`src/rtl/tranca_ctrl_pkg.sv`:
```
// Shared lock types: password/setup records, controller state encoding and password helpers.
package tranca_ctrl_pkg;

    typedef logic [79:0] senhaPac_t;

    typedef struct packed {
        logic       bip_status;
        logic [7:0] bip_time;
        logic [7:0] tranca_aut_time;
        senhaPac_t  senha_master;
        senhaPac_t  senha_1;
        senhaPac_t  senha_2;
        senhaPac_t  senha_3;
        senhaPac_t  senha_4;
    } setupPac_t;

    typedef enum logic [2:0] {
        TRAVADO      = 3'd0,
        DESTRAVADO   = 3'd1,
        PORTA_ABERTA = 3'd2,
        BLOQUEADO    = 3'd3,
        SETUP        = 3'd4
    } estado_tranca_t;

    localparam senhaPac_t SENHA_VAZIA = {20{4'hF}};

    // An all-F slot is an empty record and must never open the lock.
    function automatic logic senha_ok(senhaPac_t digitos, senhaPac_t slot);
        return (slot != SENHA_VAZIA) && (digitos == slot);
    endfunction

    // True on the tick that brings the second counter up to lim (lim=0 fires on the first tick).
    function automatic logic seg_fim(logic tick, logic [7:0] cnt, logic [7:0] lim);
        return tick && (({1'b0, cnt} + 9'd1) >= {1'b0, lim});
    endfunction

endpackage

```
`src/rtl/tranca_ctrl_if.sv`:
```
// Keypad, sensor, setup and actuator signals shared between the lock controller and its environment.
interface tranca_ctrl_if;
    import tranca_ctrl_pkg::*;

    setupPac_t  setup_pac;
    senhaPac_t  digitos_value;
    logic       digitos_valid;
    logic       setup_req;
    logic       setup_done;
    logic       botao_interno;
    logic       porta_fechada;
    logic       tranca;
    logic       bip;
    logic       setup_on;
    logic [2:0] estado_o;
    logic [3:0] falhas_o;

    modport master (
        output setup_pac, digitos_value, digitos_valid, setup_req, setup_done,
               botao_interno, porta_fechada,
        input  tranca, bip, setup_on, estado_o, falhas_o
    );

    modport slave (
        input  setup_pac, digitos_value, digitos_valid, setup_req, setup_done,
               botao_interno, porta_fechada,
        output tranca, bip, setup_on, estado_o, falhas_o
    );
endinterface

```
`src/rtl/tranca_ctrl_tick_seg.sv`:
```
// One-second prescaler: seg_tick pulses for one cycle every TICKS_POR_SEG cycles; clr restarts the period.
module tick_seg #(
    parameter int TICKS_POR_SEG = 1000
) (
    input  logic clk,
    input  logic rst,
    input  logic clr,
    output logic seg_tick
);
    localparam int W = (TICKS_POR_SEG > 1) ? $clog2(TICKS_POR_SEG) : 1;
    localparam logic [W-1:0] ULTIMO = W'(TICKS_POR_SEG - 1);

    logic [W-1:0] cnt;

    always_ff @(posedge clk or posedge rst) begin
        if (rst)
            cnt <= '0;
        else if (clr || seg_tick)
            cnt <= '0;
        else
            cnt <= cnt + W'(1);
    end

    assign seg_tick = (cnt == ULTIMO);
endmodule

```
`src/rtl/tranca_ctrl.sv`:
```
// Electronic lock operational controller: bolt, buzzer, auto-relock, setup handoff.
// Optional LOCKOUT_EN adds wrong-password counting and the BLOQUEADO lockout state.
module tranca_ctrl
    import tranca_ctrl_pkg::*;
#(
    parameter int TICKS_POR_SEG = 1000,
    parameter int MAX_FALHAS    = 5,
    parameter int BLOQ_SEG      = 30
) (
    input logic          clk,
    input logic          rst,
    tranca_ctrl_if.slave bus
);
    estado_tranca_t state, state_d;
    logic [7:0]     seg_cnt;
    logic [3:0]     falhas, falhas_d;
    logic           bip, bip_d;
    logic           seg_tick;
    logic           restart, restart_btn;
    logic           match, master_ok;

`ifdef LOCKOUT_EN
    localparam logic [3:0] MAX_F  = 4'(MAX_FALHAS);
    localparam logic [7:0] BLOQ_S = 8'(BLOQ_SEG);
    logic [3:0] falhas_inc;
    assign falhas_inc = falhas + 4'd1;
`else
    logic unused_cfg;
    assign unused_cfg = ^{8'(MAX_FALHAS), 8'(BLOQ_SEG)};
`endif

    tick_seg #(.TICKS_POR_SEG(TICKS_POR_SEG)) u_tick (
        .clk      (clk),
        .rst      (rst),
        .clr      (restart),
        .seg_tick (seg_tick)
    );

    assign master_ok = senha_ok(bus.digitos_value, bus.setup_pac.senha_master);
    assign match     = master_ok
                     | senha_ok(bus.digitos_value, bus.setup_pac.senha_1)
                     | senha_ok(bus.digitos_value, bus.setup_pac.senha_2)
                     | senha_ok(bus.digitos_value, bus.setup_pac.senha_3)
                     | senha_ok(bus.digitos_value, bus.setup_pac.senha_4);

    always_comb begin
        state_d     = state;
        falhas_d    = falhas;
        bip_d       = 1'b0;
        restart_btn = 1'b0;
        case (state)
            TRAVADO: begin
                if (bus.botao_interno) begin
                    state_d = DESTRAVADO;
                end else if (bus.digitos_valid) begin
                    if (match) begin
                        state_d  = DESTRAVADO;
                        falhas_d = 4'd0;
                    end
`ifdef LOCKOUT_EN
                    else begin
                        falhas_d = (falhas >= MAX_F) ? MAX_F : falhas_inc;
                        if (falhas_inc >= MAX_F)
                            state_d = BLOQUEADO;
                    end
`endif
                end
                // Forced door: alarm follows the sensor while the bolt stays thrown.
                if (state_d == TRAVADO)
                    bip_d = bus.setup_pac.bip_status & ~bus.porta_fechada;
            end
            DESTRAVADO: begin
                if (!bus.porta_fechada)
                    state_d = PORTA_ABERTA;
                else if (bus.digitos_valid && bus.setup_req && master_ok)
                    state_d = SETUP;
                else if (bus.botao_interno)
                    restart_btn = 1'b1;
                else if (seg_fim(seg_tick, seg_cnt, bus.setup_pac.tranca_aut_time))
                    state_d = TRAVADO;
            end
            PORTA_ABERTA: begin
                if (bus.porta_fechada)
                    state_d = DESTRAVADO;
                else
                    bip_d = bip | (bus.setup_pac.bip_status
                                   & (seg_cnt >= bus.setup_pac.bip_time));
            end
`ifdef LOCKOUT_EN
            BLOQUEADO: begin
                if (bus.botao_interno) begin
                    state_d  = DESTRAVADO;
                    falhas_d = 4'd0;
                end else if (seg_fim(seg_tick, seg_cnt, BLOQ_S)) begin
                    state_d  = TRAVADO;
                    falhas_d = 4'd0;
                end
            end
`endif
            SETUP: begin
                if (bus.setup_done)
                    state_d = DESTRAVADO;
            end
            default: state_d = TRAVADO;
        endcase
    end

    // Every state entry (and the inside button while unlocked) restarts the time base.
    assign restart = (state_d != state) | restart_btn;

    always_ff @(posedge clk or posedge rst) begin
        if (rst) begin
            state   <= TRAVADO;
            falhas  <= 4'd0;
            bip     <= 1'b0;
            seg_cnt <= 8'd0;
        end else begin
            state  <= state_d;
            falhas <= falhas_d;
            bip    <= bip_d;
            if (restart)
                seg_cnt <= 8'd0;
            else if (seg_tick && seg_cnt != 8'hFF)
                seg_cnt <= seg_cnt + 8'd1;
        end
    end

    assign bus.tranca   = (state == TRAVADO) || (state == BLOQUEADO);
    assign bus.bip      = bip;
    assign bus.setup_on = (state == SETUP);
    assign bus.estado_o = state;
    assign bus.falhas_o = falhas;
endmodule

```
`src/flat_wrapper.sv`:
```
// flat-port wrapper written by rule: the top's interface ports become plain ports
module tranca_ctrl_flat import tranca_ctrl_pkg::*;
#(
    parameter int TICKS_POR_SEG = 1000,
    parameter int MAX_FALHAS    = 5,
    parameter int BLOQ_SEG      = 30
)
  (clk, rst, bus_setup_pac, bus_digitos_value, bus_digitos_valid, bus_setup_req, bus_setup_done, bus_botao_interno, bus_porta_fechada, bus_tranca, bus_bip, bus_setup_on, bus_estado_o, bus_falhas_o);
  tranca_ctrl_if bus_i ();
  input logic clk;
  input logic rst;
  input wire logic [$bits(bus_i.setup_pac)-1:0] bus_setup_pac;
  input wire logic [$bits(bus_i.digitos_value)-1:0] bus_digitos_value;
  input wire logic [$bits(bus_i.digitos_valid)-1:0] bus_digitos_valid;
  input wire logic [$bits(bus_i.setup_req)-1:0] bus_setup_req;
  input wire logic [$bits(bus_i.setup_done)-1:0] bus_setup_done;
  input wire logic [$bits(bus_i.botao_interno)-1:0] bus_botao_interno;
  input wire logic [$bits(bus_i.porta_fechada)-1:0] bus_porta_fechada;
  output wire logic [$bits(bus_i.tranca)-1:0] bus_tranca;
  output wire logic [$bits(bus_i.bip)-1:0] bus_bip;
  output wire logic [$bits(bus_i.setup_on)-1:0] bus_setup_on;
  output wire logic [$bits(bus_i.estado_o)-1:0] bus_estado_o;
  output wire logic [$bits(bus_i.falhas_o)-1:0] bus_falhas_o;
  assign bus_i.setup_pac = bus_setup_pac;
  assign bus_i.digitos_value = bus_digitos_value;
  assign bus_i.digitos_valid = bus_digitos_valid;
  assign bus_i.setup_req = bus_setup_req;
  assign bus_i.setup_done = bus_setup_done;
  assign bus_i.botao_interno = bus_botao_interno;
  assign bus_i.porta_fechada = bus_porta_fechada;
  assign bus_tranca = bus_i.tranca;
  assign bus_bip = bus_i.bip;
  assign bus_setup_on = bus_i.setup_on;
  assign bus_estado_o = bus_i.estado_o;
  assign bus_falhas_o = bus_i.falhas_o;
  tranca_ctrl #(.TICKS_POR_SEG(TICKS_POR_SEG), .MAX_FALHAS(MAX_FALHAS), .BLOQ_SEG(BLOQ_SEG)) u_core (.clk(clk), .rst(rst), .bus(bus_i));
endmodule
```
`config.mk`:
```
export PLATFORM = sky130hd
export DESIGN_NAME = tranca_ctrl_flat
export DESIGN_NICKNAME = d
export VERILOG_FILES = /design/src/rtl/tranca_ctrl_pkg.sv /design/src/rtl/tranca_ctrl_if.sv /design/src/rtl/tranca_ctrl_tick_seg.sv /design/src/rtl/tranca_ctrl.sv /design/src/flat_wrapper.sv
export SDC_FILE = /design/constraint.sdc
export NUM_CORES = 1
export LEC_CHECK = 0
export ABC_AREA = 1
export CAP_MARGIN = 10
export CORE_AREA = 2 2 200 202
export CTS_CLUSTER_SIZE = 24
export DETAILED_ROUTE_END_ITERATION = 10
export DIE_AREA = 0 0 202 204
export GPL_ROUTABILITY_DRIVEN = 0
export SYNTH_ARGS = -nofsm -noshare
export SYNTH_HDL_FRONTEND = slang
export SYNTH_SLANG_ARGS = --single-unit
export TNS_END_PERCENT = 50
```
`constraint.sdc`:
```
create_clock -name clk -period 3.6 [get_ports clk]
set_input_delay 0.54 -clock clk [delete_from_list [all_inputs] [get_ports clk]]
set_output_delay 0.54 -clock clk [all_outputs]
set_load 0.1 [all_outputs]
```
# Word level (Yosys, flattened, before mapping)
# Index checks and enable logic that the tools add are counted.
# totals
register_bits	22
out_inout_bits	10
wordCells	70
# classes
add_sub_neg	3
n_lt_le_gt_ge	2
eq_ne	17
muxes	21
bitwise_logic	9
n_reduce_logical	14
# ops
cell	count
equality test 80 bit	5
inequality test 80 bit (second input constant)	5
two-way mux 3 bit	10
two-way mux 8 bit	2
case mux 3 bit (4 select lines)	1
adder 10 x 1 -> 10 bit (second input constant)	1
equality test 10 bit (second input constant)	1
two-way mux 10 bit	1
adder 8 x 1 -> 9 bit (second input constant)	1
greater-or-equal comparator 9 x 8 -> 1 bit	1
logical AND 1 bit	9
adder 8 x 1 -> 8 bit (second input constant)	1
greater-or-equal comparator 8 bit	1
inequality test 8 bit (second input constant)	1
equality test 3 x 2 -> 1 bit (second input constant)	2
logical NOT 3 bit	2
two-way mux 1 bit	6
OR 1 bit	6
equality test 3 x 1 -> 1 bit (second input constant)	1
equality test 3 bit (second input constant)	1
inequality test 3 bit	1
bitwise AND 1 bit	2
logical OR 1 bit	2
case mux 1 bit (2 select lines)	1
other kinds (2)	2

# Longest topological paths before layout
# Gate-level depths: netlist of the first run.
# logic_depth
word_depth	15
depth_mapped	20
mapped_depth_nobuf	19

# Cells and area by module
# Synthesis of the first run repeated with hierarchy kept, for this count alone.
# unflattened
hier_cells	1592
area_unflattened_um2	8804.7
# by_module_without_submodules
module	instances	cells_each	area_each_um2
tranca_ctrl	1	1522	8250.4
tick_seg	1	70	554.3

# Worst setup path after synthesis of the first run
# OpenSTA, ideal clock, no wires.
# synth_path
path_kind	reg2reg
from	register u_core.state[2], in the netlist u_core.bus.estado_o[2]
to	register u_core.u_tick.cnt[2]
arrival_ns	3.195
t_required_ns	3.479
path_slack_ns	0.285
path_stages_with_launch	10
n_path_buf	0
period_less_slack_ns	3.315
path_cell_list	dfrtp_1 > inv_1 > nor2_1 > nand2_1 > nand3_1 > clkinv_1 > nand3_2 > nand2_2 > nand3_4 > nor2_2
# synth_rtl
element	line	text
from (decl)	tranca_ctrl.sv:14	estado_tranca_t state, state_d;
from (signal assigned)	tranca_ctrl.sv:118	state <= state_d;
equality test 3 bit	--	
named net bus_setup_on	flat_wrapper.sv:21	output wire logic [$bits(bus_i.setup_on)-1:0] bus_setup_on;
case mux 3 bit (4 select lines)	tranca_ctrl.sv:51	case (state)
inequality test 3 bit	tranca_ctrl.sv:109	assign restart = (state_d != state) | restart_btn;
OR 1 bit	tranca_ctrl.sv:109	
logical OR 1 bit	tranca_ctrl_tick_seg.sv:18	else if (clr || seg_tick)
two-way mux 10 bit	tranca_ctrl_tick_seg.sv:18	
to (signal assigned)	tranca_ctrl_tick_seg.sv:21	cnt <= cnt + W'(1);
to (decl)	tranca_ctrl_tick_seg.sv:13	logic [W-1:0] cnt;
# The timed path passes the listed nets, and every way through them passes these cells. The select of a mux whose other input is x is not followed.
# A chain may end at the register's enable or synchronous reset.

# Final worst setup path of the first run
# layout_path
from	input port bus_digitos_value[78]
to	register u_core.u_tick.cnt[7]
# layout_via
elab_chain_cells	15
# layout_lines
element	line	text
from (decl)	flat_wrapper.sv:13	input wire logic [$bits(bus_i.digitos_value)-1:0] bus_digitos_value;
equality test 80 bit	tranca_ctrl_pkg.sv:29	return (slot != SENHA_VAZIA) && (digitos == slot);
logical AND 1 bit	tranca_ctrl_pkg.sv:29	
OR 1 bit	tranca_ctrl.sv:41	| senha_ok(bus.digitos_value, bus.setup_pac.senha_1)
OR 1 bit	tranca_ctrl.sv:42	| senha_ok(bus.digitos_value, bus.setup_pac.senha_2)
OR 1 bit	tranca_ctrl.sv:43	| senha_ok(bus.digitos_value, bus.setup_pac.senha_3)
OR 1 bit	tranca_ctrl.sv:44	| senha_ok(bus.digitos_value, bus.setup_pac.senha_4);
two-way mux 3 bit	tranca_ctrl.sv:56	if (match) begin
two-way mux 3 bit	tranca_ctrl.sv:55	end else if (bus.digitos_valid) begin
two-way mux 3 bit	tranca_ctrl.sv:53	if (bus.botao_interno) begin
two-way mux 3 bit	tranca_ctrl.sv:51	
case mux 3 bit (4 select lines)	tranca_ctrl.sv:51	
inequality test 3 bit	tranca_ctrl.sv:109	
OR 1 bit *	tranca_ctrl.sv:109	
logical OR 1 bit *	tranca_ctrl_tick_seg.sv:18	
two-way mux 10 bit *	tranca_ctrl_tick_seg.sv:18	
# Every way passes the cells marked *; elsewhere a longest branch is shown, timed or not. The select of a mux whose other input is x is not followed.

==> impl_metrics.tcl, run 1 <==
set metrics [dict create \
    status "finished, final reports clean" \
    drive_gt1_share_pct 2.96 \
    p_int_mw 1.36 \
    cp_data_arrival_time_ns 3.36 \
    p_clk_share_pct 9.8 \
    r2r-start "u_core.seg_cnt[0]" \
    combPwrFrac_pct 78.5 \
    fill_cells 4218 \
    nets 2683 \
    tightest_slew_ns 0.996 \
    clk_latency_ns 0.25 \
    num_io_pins 514 \
    fp.dieArea_mm2 0.0412 \
    grt_pass1_vias 12374 \
    cp-startpoint "bus_digitos_value[78]" \
    crit_path_frequent_cell "nand2_1" \
    antenna_found_initial 20 \
    postCtsHoldBufs 0 \
    power_switching_mw 1.23 \
    routedWlPerCell_um 22.9 \
    place_ws_ns 0.194 \
    p_leak_nw 6.20 \
    overflow 0 \
    placeableCoreArea_mm2 0.0392 \
    cts.path.max_buffers 2 \
    cp_data_required_time_ns 3.78 \
    cts_tree "yes" \
    layout_common_cells "nand2_1 (629), clkdlybuf4s50_1 (507), xnor2_1 (274)" \
    synth_area_per_cell_um2 5.34 \
    dr_total_vias 12669 \
    cts_root_buf "clkbuf_16" \
    async_reset_ff_share_pct 100 \
    cts_setup_buffers 0 \
    cp_slowest_cell "xnor2_1" \
    cts_resized 0 \
    firstDrtPassIters 6 \
    die_y_um 204 \
    grt_max_degree 23 \
    path_class "input port to register" \
    final_util_pct 37.6 \
    port_buffers 509 \
    postRouteAntennaNets 0 \
    grt_usage_pct 29.0 \
    drt-initial-drc-count 1287 \
    power_density_mw_per_mm2 176 \
    skew_ns 0.00352 \
    yosys.cell_types.count 37 \
    dp_hpwl_um 56500 \
    synth_edf_count 0 \
    rsz0062_at_grt "no" \
    hold_viol 0 \
    synthCells 1702 \
    via_per_inst 4.69 \
    synthToLayoutAreaGrowth_pct 62.0 \
    die_w_um 202 \
    peakVddDrop_mv 0.171 \
    hold_path.startpoint "u_core.u_tick.cnt[0]" \
    timing.slew.headroom_pct 33.4 \
    maxCapViolations 0 \
    p_sw_share_pct 47.6 \
    yosysWarnings 0 \
    rows 73 \
    fin_tns_setup_ns 0 \
    crit_path_start_kind "input port" \
    max_freq_mhz 315 \
    crit_chain "clkdlybuf4s50_1 -> xnor2_1 -> nand2_1 -> nor2_1 -> nand2_1 -> nor2_1 -> nand2_1 -> nor2_4 -> nand4_4 -> nand3_2 -> nand3_1 -> clkinv_1 -> nand3_2 -> nand2_2 -> nand3_4 -> nor2_2" \
    layout_commonest_cell "nand2_1" \
    min_period_ns 3.18 \
    cts.sinks 22 \
    period_share_pct 88.2 \
    ys_seq_area_share_pct 6.06 \
    drt_wl_total_um 61900 \
    slew_viol_final 0 \
    grt_pass1_wl_um 85600 \
    crit_path_max_fanout 10 \
    path_clk_slew_ns 0.06 \
    start_util_pct 23.2 \
    htree_levels 1 \
    synth_ff_type "dfrtp_1" \
    worst_slack_ns 0.424 \
    power_frac_seq_pct 11.7 \
    hold_path.class "register to register" \
    synth_area_mm2 0.00908 \
    numCtsBuffers 3 \
    crit_path_max_incr_delay_ns 0.64 \
    worstSetupEndpointType "register" \
    setup_viol 0 \
    drc 0 \
    synth-seq-cells 22 \
]
logic make-up (layout without fill, tap and decap cells):
kind of cell,Yosys count,count (layout),synth area share (%)
simple gates,1042,1042,48.2
buf+inv,305,760,13.8
xor+xnor,287,287,27.7
compound gates,25,25,1.53
flops,22,22,6.06
fa+ha+maj,18,18,2.48
mux,2,2,0.220
other cells,1,22,0.0413
power groups by stage:
stage	clock, mW	combinational, mW	sequential (mW)
finish	0.254	2.04	0.303
global route	0.266	2.16	0.307
CTS	0.255	2.01	0.302
detailed placement	0	2.00	0.307
global placement	0	1.99	0.304
floorplan	0	0.906	0.387
worst paths after layout:
| check | end | cells past startpoint | slack [ns] |
|---|---|---|---|
| worst max register to register | u_core.u_tick.cnt[7] | 18 | 0.62 |
| min in group asynchronous | u_core.seg_cnt[0] | 2 | 0.76 |
| worst max-delay path | u_core.u_tick.cnt[7] | 16 | 0.42 |
| max in group asynchronous | u_core.bus.estado_o[1] | 2 | 2.34 |
| worst min-delay path | u_core.u_tick.cnt[0] | 1 | 0.48 |
| worst min register to register | u_core.u_tick.cnt[0] | 1 | 0.48 |
sequential cells by signal (all words and copies together), names as in the netlist:
name,count
u_core.bus.bip,1
u_core.bus.estado_o,3
u_core.seg_cnt,8
u_core.u_tick.cnt,10
area by class of cell:
type	instances	area (um2)	share of cell area (%)
antenna	18	45.0	0.306
clock buffer	4	88.8	0.604
inverter	229	860	5.84
multi-input combinational	1378	7290	49.5
sequential	22	551	3.74
tap	525	657	4.46
timing repair buffer	527	5230	35.5
layer usage:
metal	track usage (%)	part of all wire (%)	routed length, um	up-vias
li1	-	-	-	6079
met1	38.6	43	26300	5792
met2	48.1	45	28000	715
met3	5.60	9.9	6110	77
met4	6.72	2.3	1430	6
met5	0	0.071	44	-
worst max-delay path, delay by kind of cell:
family	cells	cell delay, ns
XOR/XNOR	1	0.64
buffers and inverters	2	0.69
AND/OR/NAND/NOR	13	1.49
metrics by stage:
| stage | cells | area [um2] | total power, mW | hold WS [ns] |
|---|---|---|---|---|
| after floorplan | 1705 | 9090 | 1.29 | 0.443 |
| after global placement | 2681 | 14600 | 2.30 | 0.456 |
| after detailed placement | 2681 | 14600 | 2.31 | 0.474 |
| after CTS | 2685 | 14700 | 2.57 | 0.483 |
| after global routing | 2702 | 14700 | 2.73 | 0.501 |
| final | 2703 | 14700 | 2.59 | 0.483 |
cells in the mapped netlist (all sizes together), types with 10 or more instances:
master  count  area [um2]
or2        10        62.6
nand3      35         198
nor3       22         110
buf        74         385
dfrtp      22         551
nand2     631        2370
nand4      98         628
nor2      237         932
inv       227         852
a21oi      11        55.1
xor2       13         114
ha         18         225
xnor2     274        2400
(Power assumes the default switching activity.)
==> run 2: changes to the inputs <==
- clock period: 3.6 -> 3.42 ns (I/O delays scaled with it)
==> impl_metrics.tcl, run 2 (synthesis results as in run 1) <==
set metrics [dict create \
    cts_tree "yes" \
    crit_path_start_kind "input port" \
    peakVddDrop_mv 0.213 \
    drc 0 \
    path_clk_slew_ns 0.06 \
    drt-initial-drc-count 1240 \
    gr-usage-met2_pct 46.9 \
    via_per_inst 4.66 \
    hold_end "u_core.u_tick.cnt[0]" \
    period_share_pct 93.6 \
    tightest_slew_ns 1.02 \
    crit_chain "clkdlybuf4s50_1 -> inv_1 -> nor3_1 -> nand2_1 -> nor2_1 -> nand3b_1 -> nor2_1 -> nor2_1 -> nand2_1 -> nand3_1 -> o21bai_1 -> nand2_1 -> nand2_1 -> nand3_2 -> nand2_2 -> nand3_4 -> nor2_2" \
    rows 73 \
    fin_tns_setup_ns 0 \
    clk_latency_ns 0.25 \
    met3_usage_pct 7.97 \
    grt_pass1_vias 12299 \
    largest_register_ff_count 10 \
    setup_viol 0 \
    numCtsBuffers 3 \
    min_period_ns 3.20 \
    grt_pass1_wl_um 84000 \
    final_util_pct 37.8 \
    use_met1_pct 36.5 \
    nets 2697 \
    worstSetupEndpointType "register" \
    cts.sinks 22 \
    rrSetupSlack_ns 0.44 \
    cp_slowest_cell "clkdlybuf4s50_1" \
    rsz0062_at_grt "no" \
    max_freq_mhz 312 \
    cp_data_arrival_time_ns 3.39 \
    hold_path.class "register to register" \
    path_class "input port to register" \
    grt_busiest_layer "met2" \
    fp.dieArea_mm2 0.0412 \
    drt_wl_total_um 62000 \
    htree_levels 1 \
    synthToLayoutAreaGrowth_pct 63.3 \
    drive_gt1_share_pct 3.63 \
    top_register "u_core.u_tick.cnt" \
    status "finished, final reports clean" \
    hold_depth 1 \
    cts.path.max_buffers 2 \
    crit_path_max_fanout 10 \
    port_buffers 509 \
    firstDrtPassIters 5 \
    power_density_mw_per_mm2 190 \
    crit_path_frequent_cell "nand2_1" \
    crit_path_max_incr_delay_ns 0.53 \
    cts_setup_buffers 0 \
    overflow 0 \
    start_util_pct 23.2 \
    skew_ns 0.00246 \
    die_y_um 204 \
    grt_max_degree 23 \
    grt_usage_pct 28.7 \
    cp_data_required_time_ns 3.60 \
    maxCapViolations 0 \
    num_io_pins 514 \
    postRouteAntennaNets 0 \
    r2r.worst_path.cells 18 \
    worst_slack_ns 0.218 \
    layout_commonest_cell "nand2_1" \
    antenna_found_initial 19 \
    slew_viol_final 0 \
    r2r-start "u_core.seg_cnt[0]" \
    p_leak_nw 6.28 \
    dp_hpwl_um 56900 \
    dr_total_vias 12668 \
    timing.slew.headroom_pct 31.9 \
    layout_common_cells "nand2_1 (629), clkdlybuf4s50_1 (506), xnor2_1 (274)" \
    cts_resized 0 \
    routedWlPerCell_um 22.8 \
    postCtsHoldBufs 0 \
    hold_path.startpoint "u_core.u_tick.cnt[0]" \
    placeableCoreArea_mm2 0.0392 \
    place_ws_ns 0.100 \
    cts_root_buf "clkbuf_16" \
    reg2reg_to "u_core.u_tick.cnt[9]" \
    hold_viol 0 \
    die_w_um 202 \
]
## run 2: changes by cell type in the layout (fill, tap and decap cells not counted), sizes merged
| cell | before | now |
|---|---|---|
| clkdlybuf4s50 | 507 | 506 |
| bufinv | 0 | 1 |
| buf | 20 | 35 |
| clkbuf | 4 | 3 |
| diode | 18 | 17 |
## run 2: cell type report
type / count / area, um2
Tap cell: 525 / 657
Antenna cell: 17 / 42.5
Inverter: 229 / 860
Sequential cell: 22 / 551
Timing Repair Buffer: 541 / 5330
Clock buffer: 3 / 75.1
Multi-Input combinational cell: 1378 / 7290
Clock inverter: 1 / 30.0
Fill cell: 4243 / 24400
## run 2: worst max path at each step
stage                            from  cells after the start                   end  slack, ns
2_1_floorplan  u_core.bus.estado_o[2]                      9  u_core.u_tick.cnt[2]       0.10
3_3_place_gp    bus_digitos_value[19]                     16  u_core.u_tick.cnt[0]        0.1
3_5_place_dp    bus_digitos_value[75]                     16  u_core.u_tick.cnt[5]       0.10
4_1_cts         bus_digitos_value[19]                     16  u_core.u_tick.cnt[5]       0.35
5_1_grt            bus_setup_pac[118]                     17  u_core.u_tick.cnt[5]       0.04
6_report           bus_setup_pac[118]                     17  u_core.u_tick.cnt[5]       0.22
## run 2: through the flow
stage	hold slack, ns	std cells	total power [mW]	instance area [um2]
floorplan	0.443	1705	1.36	9090
global placement	0.457	2695	2.43	14700
detailed placement	0.471	2695	2.45	14700
CTS	0.478	2699	2.78	14800
global route	0.495	2715	2.96	14800
finish	0.487	2716	2.81	14800
## run 2: metal layers
layer | part of all wire, % | vias to the layer above
li1 | - | 6106
met1 | 41 | 5739
met2 | 45 | 731
met3 | 11 | 88
met4 | 3.0 | 4
met5 | 0.048 | -
## run 2: critical path, delay by kind of cell
family / cells / cell delay, ns
compound gates: 1 / 0.21
buf+inv: 2 / 0.60
simple gates: 14 / 2.04
## run 2: report_power, final
part           internal (mW)  switching, mW
registers              0.287         0.0317
clock network          0.232         0.0908
logic                  0.977           1.19
